`config.mk`:
```
export PLATFORM = sky130hd
export DESIGN_NAME = lsu_issue_queue
export DESIGN_NICKNAME = d
export VERILOG_FILES = /design/src/rtl/lsu_issue_queue.sv
export SDC_FILE = /design/constraint.sdc
export NUM_CORES = 2
export LEC_CHECK = 0
export CELL_PAD_IN_SITES_DETAIL_PLACEMENT = 1
export CELL_PAD_IN_SITES_GLOBAL_PLACEMENT = 2
export CORE_UTILIZATION = 40
export DETAILED_ROUTE_END_ITERATION = 12
export PLACE_DENSITY_LB_ADDON = 0.1
export SYNTH_ARGS = -nofsm -noshare
export SYNTH_HDL_FRONTEND = slang
export SYNTH_SLANG_ARGS = --single-unit
```
`constraint.sdc`:
```
create_clock -name clk -period 7.35 [get_ports clk]
set_input_delay 1.1025 -clock clk [delete_from_list [all_inputs] [get_ports clk]]
set_output_delay 1.1025 -clock clk [all_outputs]
set_load 0.02 [all_outputs]
```
`src/rtl/lsu_issue_queue.sv`:
```
// In-order issue queue for the load/store unit.
// Entries are dispatched at the tail, woken up by the CDB, and issued only from the head.
// Optional feature: define LSU_ISSUE_QUEUE_CDB_BYPASS_EN so that a head waiting on the
// tag currently on the CDB can issue in that same cycle, using the broadcast value.
module lsu_issue_queue #(
  parameter int unsigned DEPTH = 8
) (
  input  logic                       clk,
  input  logic                       rst,
  input  logic                       disp_valid_i,
  input  logic                       disp_mem_read_i,
  input  logic                       disp_rs1_rdy_i,
  input  logic [5:0]                 disp_rs1_tag_i,
  input  logic [31:0]                disp_rs1_val_i,
  input  logic [31:0]                disp_imm_i,
  input  logic [5:0]                 disp_rd_p_i,
  input  logic [5:0]                 disp_rob_tag_i,
  output logic                       disp_ready_o,
  input  logic                       cdb_valid_i,
  input  logic [5:0]                 cdb_tag_i,
  input  logic [31:0]                cdb_val_i,
  input  logic                       flush_i,
  output logic                       issue_valid_o,
  output logic                       issue_mem_read_o,
  output logic [31:0]                issue_rs1_val_o,
  output logic [31:0]                issue_imm_o,
  output logic [5:0]                 issue_rd_p_o,
  output logic [5:0]                 issue_rob_tag_o,
  input  logic                       fu_ready_i,
  output logic [$clog2(DEPTH):0]     count_o
);

  localparam int unsigned PTR_W  = $clog2(DEPTH);
  localparam int unsigned CNT_W  = PTR_W + 1;
  localparam int unsigned TAG_W  = 6;
  localparam int unsigned DATA_W = 32;

  typedef struct packed {
    logic              mem_read;
    logic              rs1_rdy;
    logic [TAG_W-1:0]  rs1_tag;
    logic [DATA_W-1:0] rs1_val;
    logic [DATA_W-1:0] imm;
    logic [TAG_W-1:0]  rd_p;
    logic [TAG_W-1:0]  rob_tag;
  } entry_t;

  entry_t            ent_q [DEPTH];
  entry_t            ent_d [DEPTH];
  logic [PTR_W-1:0]  head_q, head_d;
  logic [PTR_W-1:0]  tail_q, tail_d;
  logic [CNT_W-1:0]  count_q, count_d;

  logic [DEPTH-1:0]  live_c;
  entry_t            head_ent_c;
  entry_t            disp_ent_c;
  logic              disp_fire_c;
  logic              issue_fire_c;
  logic              disp_cdb_hit_c;

  // Readiness to accept comes from the occupancy register only
  assign disp_ready_o = (count_q != CNT_W'(DEPTH));
  assign count_o      = count_q;
  assign head_ent_c   = ent_q[head_q];

  assign disp_fire_c  = disp_valid_i && disp_ready_o && !flush_i;
  assign issue_fire_c = issue_valid_o && fu_ready_i && !flush_i;

  // Mark entries that lie between head and head+count (circular)
  always_comb begin
    live_c = '0;
    for (int i = 0; i < DEPTH; i++) begin
      live_c[i] = (CNT_W'(PTR_W'(PTR_W'(i) - head_q)) < count_q);
    end
  end

  // Build the incoming entry, capturing a same-cycle CDB broadcast of its source
  always_comb begin
    disp_cdb_hit_c      = !disp_rs1_rdy_i && cdb_valid_i && (cdb_tag_i == disp_rs1_tag_i);
    disp_ent_c          = '0;
    disp_ent_c.mem_read = disp_mem_read_i;
    disp_ent_c.rs1_rdy  = disp_rs1_rdy_i || disp_cdb_hit_c;
    disp_ent_c.rs1_tag  = disp_rs1_tag_i;
    disp_ent_c.rs1_val  = disp_cdb_hit_c ? cdb_val_i : disp_rs1_val_i;
    disp_ent_c.imm      = disp_imm_i;
    disp_ent_c.rd_p     = disp_rd_p_i;
    disp_ent_c.rob_tag  = disp_rob_tag_i;
  end

  // Head-side issue outputs; the bypass variant also looks at the live CDB
`ifdef LSU_ISSUE_QUEUE_CDB_BYPASS_EN
  logic head_cdb_hit_c;
  assign head_cdb_hit_c = !head_ent_c.rs1_rdy && cdb_valid_i && (cdb_tag_i == head_ent_c.rs1_tag);
  always_comb begin
    issue_valid_o   = !flush_i && (count_q != '0) && (head_ent_c.rs1_rdy || head_cdb_hit_c);
    issue_rs1_val_o = head_ent_c.rs1_rdy ? head_ent_c.rs1_val : cdb_val_i;
  end
`else
  always_comb begin
    issue_valid_o   = !flush_i && (count_q != '0) && head_ent_c.rs1_rdy;
    issue_rs1_val_o = head_ent_c.rs1_val;
  end
`endif

  assign issue_mem_read_o = head_ent_c.mem_read;
  assign issue_imm_o      = head_ent_c.imm;
  assign issue_rd_p_o     = head_ent_c.rd_p;
  assign issue_rob_tag_o  = head_ent_c.rob_tag;

  // Next entry contents: CDB wakeup of waiting live entries, then the tail write
  always_comb begin
    ent_d = ent_q;
    for (int i = 0; i < DEPTH; i++) begin
      if (live_c[i] && !ent_q[i].rs1_rdy && cdb_valid_i && (ent_q[i].rs1_tag == cdb_tag_i)) begin
        ent_d[i].rs1_rdy = 1'b1;
        ent_d[i].rs1_val = cdb_val_i;
      end
    end
    if (disp_fire_c) begin
      ent_d[tail_q] = disp_ent_c;
    end
  end

  // Next pointers and occupancy; flush empties the queue and drops any fire
  always_comb begin
    head_d  = head_q;
    tail_d  = tail_q;
    count_d = count_q;
    if (flush_i) begin
      head_d  = '0;
      tail_d  = '0;
      count_d = '0;
    end else begin
      if (disp_fire_c) begin
        tail_d = tail_q + PTR_W'(1);
      end
      if (issue_fire_c) begin
        head_d = head_q + PTR_W'(1);
      end
      unique case ({disp_fire_c, issue_fire_c})
        2'b10:   count_d = count_q + CNT_W'(1);
        2'b01:   count_d = count_q - CNT_W'(1);
        default: count_d = count_q;
      endcase
    end
  end

  // State registers with synchronous reset
  always_ff @(posedge clk) begin
    if (rst) begin
      head_q  <= '0;
      tail_q  <= '0;
      count_q <= '0;
      for (int i = 0; i < DEPTH; i++) begin
        ent_q[i] <= '0;
      end
    end else begin
      head_q  <= head_d;
      tail_q  <= tail_d;
      count_q <= count_d;
      ent_q   <= ent_d;
    end
  end

endmodule

```
=== Yosys cells after proc, flatten, opt, wreduce, memory -nomap -nowiden ===
Cells that the tools add are included.

* Flip-flop bits (word level): 682
* Bits of input ports: 128
* Output and inout bits: 83
* Word-level logic and storage cells: 168

* Add/subtract/negate cells: 12
* Order comparisons: 11
* Eq/ne operators: 12
* Multiplexer cells: 25
* Bitwise logic cells: 2
* Reduce and logical (&&, ||, !) cells: 47

{| class="wikitable"
|+ Operator list
! cell !! count
|-
| bitwise mux 672 bit || 1
|-
| two-way mux 671 bit || 1
|-
| two-way mux 32 bit || 9
|-
| binary-select mux 84 bit (select 3 bit) || 1
|-
| demux 84 bit (select 3 bit) || 1
|-
| two-way mux 84 bit || 3
|-
| equality test 6 bit || 9
|-
| logical AND 1 bit || 33
|-
| < comparator 3 x 4 -> 1 bit || 8
|-
| subtractor 3 bit (first input constant) || 4
|-
| logical NOT 1 bit || 10
|-
| greater-or-equal comparator 4 bit (second input constant) || 2
|-
| two-way mux 1 bit || 8
|-
| inverter 3 -> 4 bit || 2
|-
| one-hot mux 4 bit (2 select lines) || 1
|-
| adder 3 x 1 -> 3 bit (second input constant) || 2
|-
| subtractor 1 x 3 -> 3 bit (first input constant) || 2
|-
| subtractor 2 x 3 -> 3 bit (first input constant) || 2
|-
| adder 4 x 1 -> 4 bit (second input constant) || 1
|-
| < comparator 4 x 1 -> 1 bit (second input constant) || 1
|-
| != test 4 bit (second input constant) || 1
|-
| nonzero test 4 bit || 1
|-
| subtractor 4 x 1 -> 4 bit (second input constant) || 1
|-
| equality test 2 x 1 -> 1 bit (second input constant) || 1
|-
| other kinds (4) || 4
|}

=== Logic depth before layout (Yosys ltp) ===
* Depth in word-level cells: 9
* Gate-level depth with buffers: 15
* Mapped depth without buffers: 10

=== Worst setup path before layout ===
Ideal clock, no wire load.

* Kind: register to register
* From: register head_q[0]
* To: register ent_q[317] (netlist name)
* Library setup time: 0.114 ns
* Arrival time: 3.399 ns
* Required time: 7.236 ns
* Slack: 3.837 ns
* Cell stages (with the launch flop): 16
* Cells stage by stage: dfxtp_1 > buf_2 > clkbuf_1 > buf_2 > clkbuf_1 > inv_1 > ha_1 > xnor2_1 > inv_1 > ha_1 > a2111oi_1 > o2111a_1 > buf_2 > buf_2 > nor3_1 > a2111oi_0

* Word-level cells in the longest chain between the ends: 8

{| class="wikitable"
|+ Ends and longest elaborated chain
! item !! line !! source
|-
| start, declared || 50 || <nowiki>logic [PTR_W-1:0] head_q, head_d;</nowiki>
|-
| start signal, assigned || 151 || <nowiki>head_q <= '0;</nowiki>
|-
| start signal, assigned || 158 || <nowiki>head_q <= head_d;</nowiki>
|-
| subtractor 3 bit (*) || 73 || <nowiki>live_c[i] = (CNT_W'(PTR_W'(PTR_W'(i) - head_q)) < count_q);</nowiki>
|-
| < comparator 3 x 4 -> 1 bit (*) || 73 ||
|-
| logical AND 1 bit (*) (3 in a row) || 114 || <nowiki>if (live_c[i] && !ent_q[i].rs1_rdy && cdb_valid_i && (ent_q[i].rs1_tag == cdb_tag_i)) begin</nowiki>
|-
| two-way mux 32 bit (*) || 114 ||
|-
| bitwise mux 672 bit || 120 || <nowiki>ent_d[tail_q] = disp_ent_c;</nowiki>
|-
| two-way mux 671 bit (*) || 119 || <nowiki>if (disp_fire_c) begin</nowiki>
|-
| end signal, assigned || 161 || <nowiki>ent_q <= ent_d;</nowiki>
|-
| end, declared || 48 || <nowiki>entry_t ent_q [DEPTH];</nowiki>
|}

Mark *: on every way between the ends. The rest lies on a longest branch, timed or not.
A chain may end at the register's enable or synchronous reset.

=== Final worst setup path ===
* From: register head_q[1]
* To: output issue_valid_o

* Word-level cells in the longest chain between the ends: 5

{| class="wikitable"
|+ Ends and longest elaborated chain
! item !! line !! source
|-
| inverter 3 -> 4 bit (implied by the code) || 64 || <nowiki>assign head_ent_c = ent_q[head_q];</nowiki>
|-
| binary-select mux 84 bit (select 3 bit) || 64 ||
|-
| two-way mux 84 bit (implied by the code) (2 in a row) || 64 ||
|-
| logical AND 1 bit || 100 || <nowiki>issue_valid_o = !flush_i && (count_q != '0) && head_ent_c.rs1_rdy;</nowiki>
|-
| end, declared || 23 || <nowiki>output logic issue_valid_o,</nowiki>
|}

Every way passes these cells. The select of a mux whose other input is x is not followed.

==> flow_summary.ini <==
[grt]
grt_pass1_wl_um = 182000
antenna_found_initial = 5
gr-max-usage-layer = met2
grt_use_met2_pct = 49.3
grt_max_degree = 206
grt_pass1_vias = 31070
grt_overflow = 0
grt_usage_pct = 28.3
grt_use_met3_pct = 3.57
use_met1_pct = 35.6

[cells_and_area]
layout.cells.non_filler = 4799
layout.nets = 3824
seq_area_sq_um = 13700
final_area_sq_um = 37100
syn2layout_area_growth_pct = 14.2
final_util_pct = 46.1
fill_cells = 9176
multi_input_area_sq_um = 16800
drive_gt1_share_pct = 10.3

[setup_path]
required_ns = 6.25
r2r_end = ent_q[309]
worst-setup-path-type = reg -> out
crit_path_start_kind = flop
reg2reg_slack_ns = 2.61
cp_max_fo = 132
cp.arrival_ns = 3.80
r2r_cells = 8
rr_startpoint = head_q[2]
end_kind = output pin

[route]
drt-total-wl_um = 118000
drt_iter0_drc = 1680
postRouteAntennaNets = 0
via_per_inst = 6.04
avgRoutedWirePerCell_um = 24.5
drcViolationCount = 0
route.vias.total = 28963
drt-pass1-iter-count = 10

[pwr]
switchingPower_mw = 1.96
netSwitchingFraction_pct = 23.7
seqPwrFrac_pct = 45.4
p_per_area_nw_per_um2 = 223
p_comb_share_pct = 6.0
vdd_drop_max_uv = 147
pwr-share-clk_pct = 48.6
p_leak_nw = 11.9
power_mw = 8.26
p_int_mw = 6.30

[place]
post-place-cells = 4656
io_buffers = 210
dp_hpwl_um = 64500
place_area_sq_um = 34400
place_ws_ns = 2.58
gp_congestion = 0.808

[cts]
cts_resized = 0
clock-sinks = 682
clock_latency_ns = 0.62
cts_setup_buffers = 0
cts_buffer_depth = 3
tritoncts = yes
cts_made_buffers = 79
ctsHoldBuffers = 0
path_clk_slew_ns = 0.06
htreeDepth = 3
cts_root_buf = clkbuf_16

[logic_synthesis]
syn_inst = 3787
synth_enable_flop_cells = 0
syn_avg_cell_area_sq_um = 8.57
ys.flop_type = dfxtp_1
synth_seq_cells = 682
yosys_warnings = 0
syn_nets = 3934
ys_seq_area_share_pct = 42.1
ys_types = 53
postSynth.asyncResetShare_pct = 0
post_synth_instance_area_sq_um = 32500

[floorplanning]
die_h_um = 287
start_util_pct = 40.4
rows = 104
die-area_sq_um = 82300
ioPinCount = 211
die_w_um = 287
coreArea_sq_um = 80400

[timing]
hold_viol = 0
fin_crit_sh_pct = 66.7
max-slew-margin-rel_pct = 10.8
rsz0062_at_grt = no
fin_crit_ns = 4.90
setup_tns_ns = 0
worstMarginPinSlew_ns = 1.33
slew_violations = 0
hold_slack_ns = 0.452
setup-violations-final = 0
skew_ns = 0.0172
fmax_mhz = 204
worst_slack_ns = 2.45

[hold_path]
worstHoldEndpoint = ent_q[452]
worstHoldStart = ent_q[452]
min_path_cells = 2
hold_path.class = reg -> reg

[status]
outcome = complete, no violations

[job]
cap_violations = 0
how the worst max path moves through the flow:
| stage | start | endpoint | slack (ns) |
|---|---|---|---|
| 6_report | head_q[1] | issue_valid_o | 2.45 |
| 5_1_grt | head_q[1] | issue_valid_o | 2.36 |
| 3_3_place_gp | head_q[2] | ent_q[316] | 2.78 |
| 2_1_floorplan | head_q[0] | ent_q[317] | 3.84 |
| 3_5_place_dp | cdb_tag_i[3] | ent_q[475] | 2.58 |
| 4_1_cts | head_q[1] | issue_valid_o | 2.43 |
power by group through the flow:
stage	clock (mW)	combinational, mW	sequential (mW)
final	4.01	0.499	3.75
after detailed placement	0	0.498	3.83
after global placement	0	0.484	3.83
after global routing	4.26	0.535	3.75
after CTS	4.11	0.501	3.75
after floorplan	0	0.302	3.82
synth_stat cells (all sizes together) (3+ instances only):
master	instances	share of area, %
mux2	9	0.31
o311a	3	0.093
xnor2	15	0.40
clkbuf	253	2.9
nor4	6	0.15
nor3	453	7.0
a211oi	18	0.42
mux2i	37	1.1
ha	18	0.69
nor2b	5	0.096
nand2	1055	12
dfxtp	682	42
inv	18	0.21
nor3b	60	1.4
nand2b	11	0.21
buf	196	3.5
nand4	4	0.077
a2111oi	253	7.2
a21oi	416	6.4
nor2	38	0.44
xor2	47	1.3
or3	3	0.058
o311ai	3	0.081
mux4	154	11
area by class of cell:
cell class	count	area share, %
sequential	682	36.9
clock buffer	125	6.71
tap	1060	3.58
multi-input combinational	2638	45.4
timing repair buffer	258	6.76
clock inverter	15	0.412
inverter	18	0.189
antenna	3	0.0203
sequential cells by signal, summed over array words and instances, names as in the netlist:
| name | flops |
|---|---|
| head_q | 3 |
| count_o | 4 |
| ent_q | 672 |
| tail_q | 3 |
cell usage in the layout, fill, tap and decap left out, types with 19 or more instances in the layout:
cell / count
a2111oi_1: 32
nor2_1: 38
xor2_1: 47
clkbuf_8: 21
nand2_1: 1051
a2111oi_0: 207
dfxtp_1: 679
mux2i_1: 37
mux4_2: 154
clkbuf_16: 85
clkdlybuf4s50_1: 209
nor3b_1: 60
a21oi_1: 416
clkbuf_1: 19
nor3_1: 447
buf_4: 45
critical path, stage by stage, from the launching register on:
cell	delay, ns
dfxtp_4	0.77
buf_12	0.78
mux2i_1	0.22
o211ai_1	0.34
nand2_1	0.09
nor3_1	0.23
clkdlybuf4s50_1	0.66
layer usage:
metal | part of all wire, % | routed length, um
met4 | 3.3 | 3830
met3 | 4.6 | 5370
met2 | 49 | 58000
met1 | 43 | 50400
met5 | 0.011 | 13
cell families (layout without fill, tap and decap cells):
| family | Yosys count | in the layout | synth area share (%) |
|---|---|---|---|
| AOI/OAI and AO/OA | 712 | 712 | 14.8 |
| adders and majority gates | 19 | 19 | 0.756 |
| xor gates and xnor gates | 62 | 62 | 1.67 |
| muxes | 200 | 200 | 12.1 |
| and+or+nand+nor | 1645 | 1645 | 22.0 |
| other | 0 | 3 | 0 |
| buffers and inverters | 467 | 416 | 6.58 |
| DFF | 682 | 682 | 42.1 |
No activity file was read; power rests on OpenSTA's default activity.
